--- src/rtl/exe_muldiv_unit_pkg.sv ---
// Shared definitions for the Execute-stage multiply/divide unit:
// op encodings, FSM state encoding and small op-decode helpers.
package exe_muldiv_unit_pkg;

  localparam logic [1:0] MD_MULT  = 2'd0;
  localparam logic [1:0] MD_MULTU = 2'd1;
  localparam logic [1:0] MD_DIV   = 2'd2;
  localparam logic [1:0] MD_DIVU  = 2'd3;

  typedef enum logic [1:0] {
    ST_IDLE = 2'd0,
    ST_PREP = 2'd1,
    ST_RUN  = 2'd2,
    ST_FIX  = 2'd3
  } md_state_t;

  function automatic logic md_is_signed(input logic [1:0] md_op);
    return (md_op == MD_MULT) || (md_op == MD_DIV);
  endfunction

  function automatic logic md_is_div(input logic [1:0] md_op);
    return (md_op == MD_DIV) || (md_op == MD_DIVU);
  endfunction

endpackage

--- src/rtl/exe_muldiv_sign_fix.sv ---
// Conditional two's-complement negate: absolute value on operand entry,
// sign restoration on result exit.
module exe_muldiv_sign_fix #(
  parameter int width = 32
) (
  input  logic [width-1:0] value,
  input  logic             negate,
  output logic [width-1:0] result
);

  assign result = negate ? (~value + {{(width-1){1'b0}}, 1'b1}) : value;

endmodule

--- src/rtl/exe_muldiv_unit.sv ---
// Iterative radix-2 multiply / restoring divide unit holding HI/LO.
// One result bit per RUN cycle; sign handled as magnitude + fix-up.
//
// state | meaning
// IDLE  | waiting for start; operands and op latched on start
// PREP  | take operand magnitudes, record signs, clear accumulator
// RUN   | one shift/add or shift/subtract iteration per cycle
// FIX   | sign-correct result and write HI/LO, pulse done
module exe_muldiv_unit
  import exe_muldiv_unit_pkg::*;
#(
  parameter int data_size = 32
) (
  input  logic                 clk,
  input  logic                 reset,
  input  logic                 start,
  input  logic [1:0]           op,
  input  logic [data_size-1:0] SrcAE,
  input  logic [data_size-1:0] SrcBE,
  input  logic                 abort,
  output logic [data_size-1:0] HI,
  output logic [data_size-1:0] LO,
  output logic                 busy,
  output logic                 done
);

  localparam int cnt_w = $clog2(data_size) + 1;
  localparam logic [cnt_w-1:0] cnt_last = cnt_w'(data_size - 1);

  md_state_t state, state_next;

  logic [1:0]             op_q;
  logic [data_size-1:0]   a_q, b_q;
  logic [data_size-1:0]   mq, dv;
  logic [2*data_size-1:0] acc;
  logic                   res_sign, rem_sign;
  logic [cnt_w-1:0]       cnt;

  logic                   op_signed, op_div;
  logic [data_size-1:0]   a_mag, b_mag, quo_fix, rem_fix;
  logic [2*data_size-1:0] prod_fix;
  logic [2*data_size-1:0] acc_next;
  logic [data_size-1:0]   mq_next;
  logic [data_size:0]     div_shift;
  logic [data_size+1:0]   div_diff;

  assign op_signed = md_is_signed(op_q);
  assign op_div    = md_is_div(op_q);
  assign busy      = (state != ST_IDLE);

  exe_muldiv_sign_fix #(.width(data_size)) u_abs_a (
    .value(a_q), .negate(op_signed & a_q[data_size-1]), .result(a_mag));
  exe_muldiv_sign_fix #(.width(data_size)) u_abs_b (
    .value(b_q), .negate(op_signed & b_q[data_size-1]), .result(b_mag));
  exe_muldiv_sign_fix #(.width(2*data_size)) u_fix_prod (
    .value(acc), .negate(res_sign), .result(prod_fix));
  exe_muldiv_sign_fix #(.width(data_size)) u_fix_quo (
    .value(mq), .negate(res_sign), .result(quo_fix));
  exe_muldiv_sign_fix #(.width(data_size)) u_fix_rem (
    .value(acc[data_size-1:0]), .negate(rem_sign), .result(rem_fix));

  always_ff @(posedge clk) begin
    if (reset) state <= ST_IDLE;
    else       state <= state_next;
  end

  always_comb begin
    state_next = state;
    case (state)
      ST_IDLE: if (start) state_next = ST_PREP;
      ST_PREP: state_next = ST_RUN;
      ST_RUN:  if (cnt == cnt_last) state_next = ST_FIX;
      ST_FIX:  state_next = ST_IDLE;
      default: state_next = ST_IDLE;
    endcase
    if (abort && (state != ST_IDLE)) state_next = ST_IDLE;
  end

  // Multiply walks the multiplier MSB-first in mq; divide shifts dividend
  // bits out of mq's top while quotient bits enter at its bottom.
  always_comb begin
    acc_next  = acc;
    mq_next   = mq << 1;
    div_shift = {acc[data_size-1:0], mq[data_size-1]};
    div_diff  = {1'b0, div_shift} - {2'b00, dv};
    if (op_div) begin
      if (!div_diff[data_size+1]) begin
        acc_next   = {{(data_size-1){1'b0}}, div_diff[data_size:0]};
        mq_next[0] = 1'b1;
      end else begin
        acc_next = {{(data_size-1){1'b0}}, div_shift};
      end
    end else begin
      acc_next = (acc << 1) + (mq[data_size-1] ? {{data_size{1'b0}}, dv} : '0);
    end
  end

  always_ff @(posedge clk) begin
    if (reset) begin
      op_q     <= '0;
      a_q      <= '0;
      b_q      <= '0;
      mq       <= '0;
      dv       <= '0;
      acc      <= '0;
      res_sign <= 1'b0;
      rem_sign <= 1'b0;
      cnt      <= '0;
      HI       <= '0;
      LO       <= '0;
      done     <= 1'b0;
    end else begin
      done <= (state == ST_FIX) && !abort;
      case (state)
        ST_IDLE: begin
          if (start) begin
            op_q <= op;
            a_q  <= SrcAE;
            b_q  <= SrcBE;
          end
        end
        ST_PREP: begin
          mq       <= op_div ? a_mag : b_mag;
          dv       <= op_div ? b_mag : a_mag;
          res_sign <= op_signed & (a_q[data_size-1] ^ b_q[data_size-1]);
          rem_sign <= op_signed & a_q[data_size-1];
          acc      <= '0;
          cnt      <= '0;
        end
        ST_RUN: begin
          acc <= acc_next;
          mq  <= mq_next;
          cnt <= cnt + cnt_w'(1);
        end
        ST_FIX: begin
          if (!abort) begin
            if (!op_div) begin
              {HI, LO} <= prod_fix;
            end else if (b_q == '0) begin
              // Divide by zero overrides sign fix-up regardless of op sign.
              HI <= a_q;
              LO <= '1;
            end else begin
              HI <= rem_fix;
              LO <= quo_fix;
            end
          end
        end
        default: ;
      endcase
    end
  end

endmodule

--- config.mk ---
export PLATFORM = sky130hd
export DESIGN_NAME = exe_muldiv_unit
export DESIGN_NICKNAME = d
export VERILOG_FILES = /design/src/rtl/exe_muldiv_unit_pkg.sv /design/src/rtl/exe_muldiv_sign_fix.sv /design/src/rtl/exe_muldiv_unit.sv
export SDC_FILE = /design/constraint.sdc
export NUM_CORES = 1
export LEC_CHECK = 0
export BUFFER_PORTS_ARGS = -buffer_cell sky130_fd_sc_hd__buf_2
export CORE_ASPECT_RATIO = 1.2
export CORE_UTILIZATION = 56
export DETAILED_ROUTE_END_ITERATION = 8
export GPL_TIMING_DRIVEN = 1
export PLACE_DENSITY_LB_ADDON = 0.08
export SKIP_LAST_GASP = 1
export SYNTH_ARGS = -nofsm -noshare
export SYNTH_HDL_FRONTEND = slang
export SYNTH_SLANG_ARGS = --single-unit
--- constraint.sdc ---
create_clock -name clk -period 8.9 [get_ports clk]
set_input_delay 0.89 -clock clk [delete_from_list [all_inputs] [get_ports clk]]
set_output_delay 0.89 -clock clk [all_outputs]
set_load 0.05 [all_outputs]
==> impl_metrics.yaml, run 1 <==
clock_tree:
  post-cts-setup-buffer-count: 0
  cts_sinks: 269
  numCtsBuffers: 29
  worst_setup_hold_path_clk_slew_ps: 60
  clock_path_buffers: 3
  cts_repair_resize_count: 0
  cts_htree_levels: 1
  insertion_delay_ps: 600
  cts_tree: "yes"
  clockRootBuffer: "clkbuf_16"
  cts_hold_buf: 0
worst_hold_path:
  hp-start: "LO[27]$_SDFFE_PP0P_"
  min_to: "LO[27]$_SDFFE_PP0P_"
  hp-class: "flip-flop to flip-flop"
  hold-path-cell-count: 2
timing:
  tightest_slew_ps: 1212
  period_needed_ps: 4577
  fmax_mhz: 218.5
  fin_setup_tns_ps: 0
  hold_violations: 0
  slew_headroom_pct: 18.44
  post-route-period-util_pct: 51.43
  slew_viol_final: 0
  finClkSkew_ps: 19.73
  finalSetupViolCount: 0
  rsz0062_at_grt: "false"
power_and_ir_drop:
  p_clk_share_pct: 23.3
  p_leak_nw: 8.346
  netSwitchingPower_mw: 2.437
  switching_share_pct: 45.36
  ir_drop_v: 0.0005329
  power_frac_seq_pct: 29.1
  powerDensity_mw_per_mm2: 255.5
  p_comb_share_pct: 47.6
  p_int_mw: 2.935
worst_setup_path:
  reg2reg_slack_ps: 4320
  end_kind: "flip-flop"
  cp-start-kind: "flip-flop"
  r2r_end: "acc[63]$_SDFFE_PP0P_"
  cp_max_fo: 32
  r2r_cells: 14
  path_cells: "inv_1 -> buf_4 -> nor2_1 -> ha_1 -> fa_1 -> a211oi_1 -> nor2_1 -> o211ai_1 -> a211oi_1 -> o21ai_0 -> a211oi_1 -> or4b_2 -> xor2_1 -> o21ai_0"
  critPathArrivalTime_ps: 5100
  worstPathRequired_ps: 9420
  worstSetupStartpoint: "mq[31]$_SDFFE_PP0P_"
  path_class: "flip-flop to flip-flop"
  cp_slowest_stage_delay_ps: 710
  slowest_stage: "a211oi_1"
  timing.rr.start: "mq[31]$_SDFFE_PP0P_"
  cpMostUsedCell: "a211oi_1"
cells_and_area:
  mostFrequentLayoutCell: "nand2_1"
  nets: 2784
  drive_above_1_share_pct: 9.286
  layout_common_cells: "nand2_1 (405), dfxtp_1 (267), nor2_1 (249), a21oi_1 (236), o21ai_0 (182)"
  fin_cells: 3117
  syn_to_final_growth_pct: 8.574
synthesis:
  synth-main-ff-cell: "dfxtp_1"
  ys_ff_latch: 269
  synthCells: 2650
  yosys.cell_types.count: 77
  syn_nets: 2795
  async_flop_share_pct: 0
  synth-edff-count: 0
  ys_warn_count: 0
  synth-seq-area-share_pct: 27.81
  netlist_area_sq_mm: 0.01936
  synth_area_per_cell_sq_um: 7.307
routing:
  routed_via_density: 6.380
  drcViolationCount: 0
  wire_per_inst_microns: 21.44
  first_iter_violations: 2077
  first_pass_iters: 5
  ant_nets: 0
  drt-total-wl_mm: 66.84
  num_vias: 19890
status:
  outcome: "finished, final reports clean"
global_routing:
  gr-total-overflow: 0
  grt_max_degree: 137
  first_global_vias: 17990
  track_usage_pct: 37.68
  grt_pass1_wl_mm: 102.6
  antenna_found_initial: 0
floorplanning:
  die_x_microns: 171.8
  fp.dieH_microns: 205.7
  coreArea_sq_mm: 0.03407
  initial_core_util_pct: 56.83
  pin_count: 136
  num_rows: 74
  dieArea_sq_mm: 0.03533
place:
  placedCellCount: 3064
  dp_hpwl_mm: 50.00
  port_buffers: 135
  place.gp.congestion: 1.003
job:
  cap_violations: 0
-- synth_stat cells, types with 18 or more instances --
master | number | share of area (%)
nand2_1 | 406 | 7.9
dfxtp_1 | 269 | 28
nor2_1 | 250 | 4.8
a21oi_1 | 236 | 6.1
o21ai_0 | 182 | 4.7
clkbuf_1 | 171 | 3.3
xnor2_1 | 149 | 6.7
xor2_1 | 117 | 5.3
ha_1 | 73 | 4.7
inv_1 | 72 | 1.4
a211oi_1 | 70 | 2.7
nor3_1 | 54 | 1.4
o211ai_1 | 43 | 1.7
nand3_1 | 40 | 1.0
mux2i_1 | 37 | 1.9
o31ai_1 | 36 | 1.4
a31oi_1 | 29 | 0.94
a21o_1 | 28 | 1.1
o221ai_1 | 27 | 1.2
nand4_1 | 24 | 0.78
a22oi_1 | 22 | 0.85
buf_1 | 21 | 0.41
and3_1 | 20 | 0.65
or4_1 | 19 | 0.74
nor4_1 | 18 | 0.58
-- how the worst max path moves through the flow --
stage | endpoint | cells after the start
6_report | acc[63]$_SDFFE_PP0P_ | 14
5_1_grt | acc[63]$_SDFFE_PP0P_ | 14
4_1_cts | acc[63]$_SDFFE_PP0P_ | 14
3_3_place_gp | acc[63]$_SDFFE_PP0P_ | 14
3_5_place_dp | acc[63]$_SDFFE_PP0P_ | 14
2_1_floorplan | acc[63]$_SDFFE_PP0P_ | 14
-- per-layer routing --
metal	GRT usage [%]	vias to the layer above	routed length, microns
li1	-	9383	-
met1	48.88	9378	27490
met2	60.63	938	30220
met3	4.770	189	5267
met4	20.13	0	3871
met5	0	-	0
-- worst max-delay path: cells and delay by family, from the launching register on --
family | cells | cell delay [ps]
compound gates | 6 | 2080
simple gates | 3 | 1040
fa+ha+maj | 2 | 500
flops | 1 | 410
buf+inv | 2 | 320
xor+xnor | 1 | 160
-- through the flow --
step | hold WS [ps] | cell area, sq um | worst slack, ps | utilization, % | total power [mW]
2_1_floorplan | 441.1 | 19360 | 5238 | - | 3.396
3_3_place_gp | 433.6 | 20060 | 4356 | 58.86 | 4.037
3_5_place_dp | 432.0 | 20060 | 4301 | 58.86 | 4.071
4_1_cts | 442.3 | 21020 | 4310 | 61.70 | 5.314
5_1_grt | 462.5 | 21020 | 4073 | 61.70 | 5.665
6_report | 440.2 | 21020 | 4323 | 61.70 | 5.372
-- cell type report --
class | count | area (sq um)
Fill cell | 3248 | 13050
Multi-Input combinational cell | 2106 | 12950
Sequential cell | 269 | 5390
Timing Repair Buffer | 158 | 867.1
Clock buffer | 36 | 782.0
Tap cell | 456 | 570.5
Inverter | 75 | 281.5
Clock inverter | 16 | 183.9
Antenna cell | 1 | 2.502
-- power groups by stage --
stage                     logic (mW)  registers (mW)  clock network [mW]
after floorplan                 1.88            1.52                   0
after global placement          2.46            1.57                   0
after detailed placement        2.49            1.58                   0
after CTS                       2.50            1.55                1.26
after global routing            2.78            1.58                1.31
final                           2.56            1.56                1.25
-- state kept, by name, indices dropped and copies added, names as in the netlist --
name	count
op_q	2
done	1
b_q	32
state	2
HI	32
rem_sign	1
LO	32
cnt	6
dv	32
acc	64
mq	32
res_sign	1
a_q	32
-- cell families (layout without fill, tap and decap cells) --
logic type / count (synthesis) / count (layout) / share of synthesized area (%)
compound gates: 785 / 785 / 25.78
xor+xnor: 266 / 266 / 12.03
fa+ha+maj: 75 / 75 / 4.924
buf+inv: 275 / 285 / 5.479
flops: 269 / 269 / 27.81
mux: 41 / 41 / 2.145
other cells: 0 / 1 / 0
simple gates: 939 / 939 / 21.83
Power figures use the tool's default switching activity.
==> inputs of run 2 (changes only) <==
- clock period: 8.9 -> 4.1 ns (I/O delays scaled with it)
==> run 2 against run 1 <==
Worst setup slack got worse by 4100 ps. Sequential power rose by 120%. Clock power rose by 140%. Power rose by 120%. Critical path type unchanged. Highest routed layer is now met5.
==> impl_metrics.yaml, run 2 (synthesis results as in run 1) <==
status:
  outcome: "finished, final reports clean"
routing:
  drcViolationCount: 0
  first_iter_violations: 2175
  num_vias: 20100
  wire_per_inst_microns: 21.93
  drt-total-wl_mm: 69.51
  first_pass_iters: 6
  routed_via_density: 6.344
  ant_nets: 0
clock_tree:
  clock_path_buffers: 3
  post-cts-setup-buffer-count: 0
  worst_setup_hold_path_clk_slew_ps: 70
  numCtsBuffers: 30
  cts_tree: "yes"
  cts_htree_levels: 1
  clockRootBuffer: "clkbuf_16"
  cts_sinks: 269
  insertion_delay_ps: 590
timing:
  hold_violations: 0
  period_needed_ps: 3912
  post-route-period-util_pct: 95.41
  fmax_mhz: 255.6
  fin_setup_tns_ps: 0
  slew_headroom_pct: 15.23
  hold_ws_ps: 46.34
  rsz0062_at_grt: "false"
  tightest_slew_ps: 1268
  slew_viol_final: 0
  finClkSkew_ps: 9.698
  finalSetupViolCount: 0
power_and_ir_drop:
  p_leak_nw: 8.657
  ir_drop_v: 0.0008115
  powerDensity_mw_per_mm2: 558.2
cells_and_area:
  antenna_cells: 0
  mostFrequentLayoutCell: "nand2_1"
  layout_common_cells: "nand2_1 (405), dfxtp_1 (267), nor2_1 (249), a21oi_1 (236), o21ai_0 (182)"
  fill_cells: 3181
  top_register: "acc"
  drive_above_1_share_pct: 11.13
  syn_to_final_growth_pct: 11.10
  largest_reg_flops: 64
  nets: 2835
worst_setup_path:
  cp-start-kind: "flip-flop"
  path_cells: "inv_1 -> buf_4 -> nor2_1 -> ha_1 -> nand2_1 -> o21ai_0 -> o21ai_0 -> a211oi_2 -> o21ai_0 -> a211oi_1 -> or4b_2 -> xor2_1 -> o21ai_0"
  worstPathRequired_ps: 4620
  end_kind: "flip-flop"
  cp_slowest_stage_delay_ps: 640
  slowest_stage: "or4b_2"
  path_class: "flip-flop to flip-flop"
  cpMostUsedCell: "o21ai_0"
  worstSetupStartpoint: "mq[31]$_SDFFE_PP0P_"
  cp_max_fo: 17
  timing.rr.start: "mq[31]$_SDFFE_PP0P_"
  critPathArrivalTime_ps: 4430
place:
  place.gp.congestion: 0.9974
  port_buffers: 135
  dp_hpwl_mm: 52.16
job:
  cap_violations: 0
floorplanning:
  initial_core_util_pct: 56.83
  pin_count: 136
  dieArea_sq_mm: 0.03533
  num_rows: 74
  fp.dieH_microns: 205.7
  die_x_microns: 171.8
  coreArea_sq_mm: 0.03407
worst_hold_path:
  hp-class: "input port to flip-flop"
  hp-start: "SrcAE[8]"
global_routing:
  gr-total-overflow: 0
  first_global_vias: 18230
  antenna_found_initial: 2
  grt_pass1_wl_mm: 104.9
  track_usage_pct: 38.72
  grt_max_degree: 182
## run 2: cell count changes in the layout (fill, tap and decap cells not counted), sizes merged
cell,change
diode,-1
buf,+50
bufinv,+2
clkinvlp,-1
clkinv,+2
## run 2: per-stage QoR
| stage | cells | total power, mW | setup WS (ps) | cell area (sq um) | utilization, % |
|---|---|---|---|---|---|
| finish | 3169 | 12.01 | 188.0 | 21510 | 63.14 |
| global route | 3169 | 12.56 | 22.48 | 21510 | 63.14 |
| CTS | 3169 | 11.87 | 107.3 | 21510 | 63.12 |
| detailed placement | 3114 | 8.930 | 171.9 | 20440 | 60.00 |
| global placement | 3114 | 8.867 | 162.4 | 20440 | 60.00 |
| floorplan | 2650 | 7.371 | 437.9 | 19360 | - |
## run 2: timing repair
action | in CTS | in global routing
endpoints found under the setup margin | 0 | 1
hold buffers | 0 | 0
hold endpoints to repair | 0 | 0
gates resized for setup | 0 | 1
## run 2: worst max-delay path: cells and delay by family, from the launching register on
kind                     cells  cell delay (ps)
AO/OA/AOI/OAI                6             1820
AND/OR/NAND/NOR              3              800
adder cells (fa/ha/maj)      1              400
buffers and inverters        2              350
flip-flops                   1              310
XOR/XNOR                     1              160
## run 2: layout make-up
cell class              instances  area [sq um]  area share [%]
clock inverters                19         261.5           1.216
well taps                     456         570.5           2.652
inverters                      75         281.5           1.309
flip-flops and latches        269          5390           25.06
clock buffers                  36         803.3           3.734
multi-input cells            2106         12950           60.20
repair buffers                208          1255           5.833
## run 2: final timing paths
path,endpoint,slack [ps],cells after the start
hold / removal,a_q[8]$_SDFFE_PP0P_,50,3
hold reg to reg,LO[31]$_SDFFE_PP0P_,440,2
setup reg to reg,acc[63]$_SDFFE_PP0P_,190,13
setup / recovery,acc[63]$_SDFFE_PP0P_,190,13
## run 2: report_power, final
part | switching (mW) | total [mW] | internal (mW)
Combinational | 3.72 | 5.66 | 1.94
Clock | 1.23 | 2.95 | 1.72
Sequential | 0.462 | 3.40 | 2.93
## run 2: routing by layer
layer	track usage [%]	up-vias	share of wire, %
met5	0	-	0.017
met4	23.51	2	6.3
met3	5.867	202	7.8
met2	61.91	943	45
met1	48.86	9462	41
li1	-	9495	-
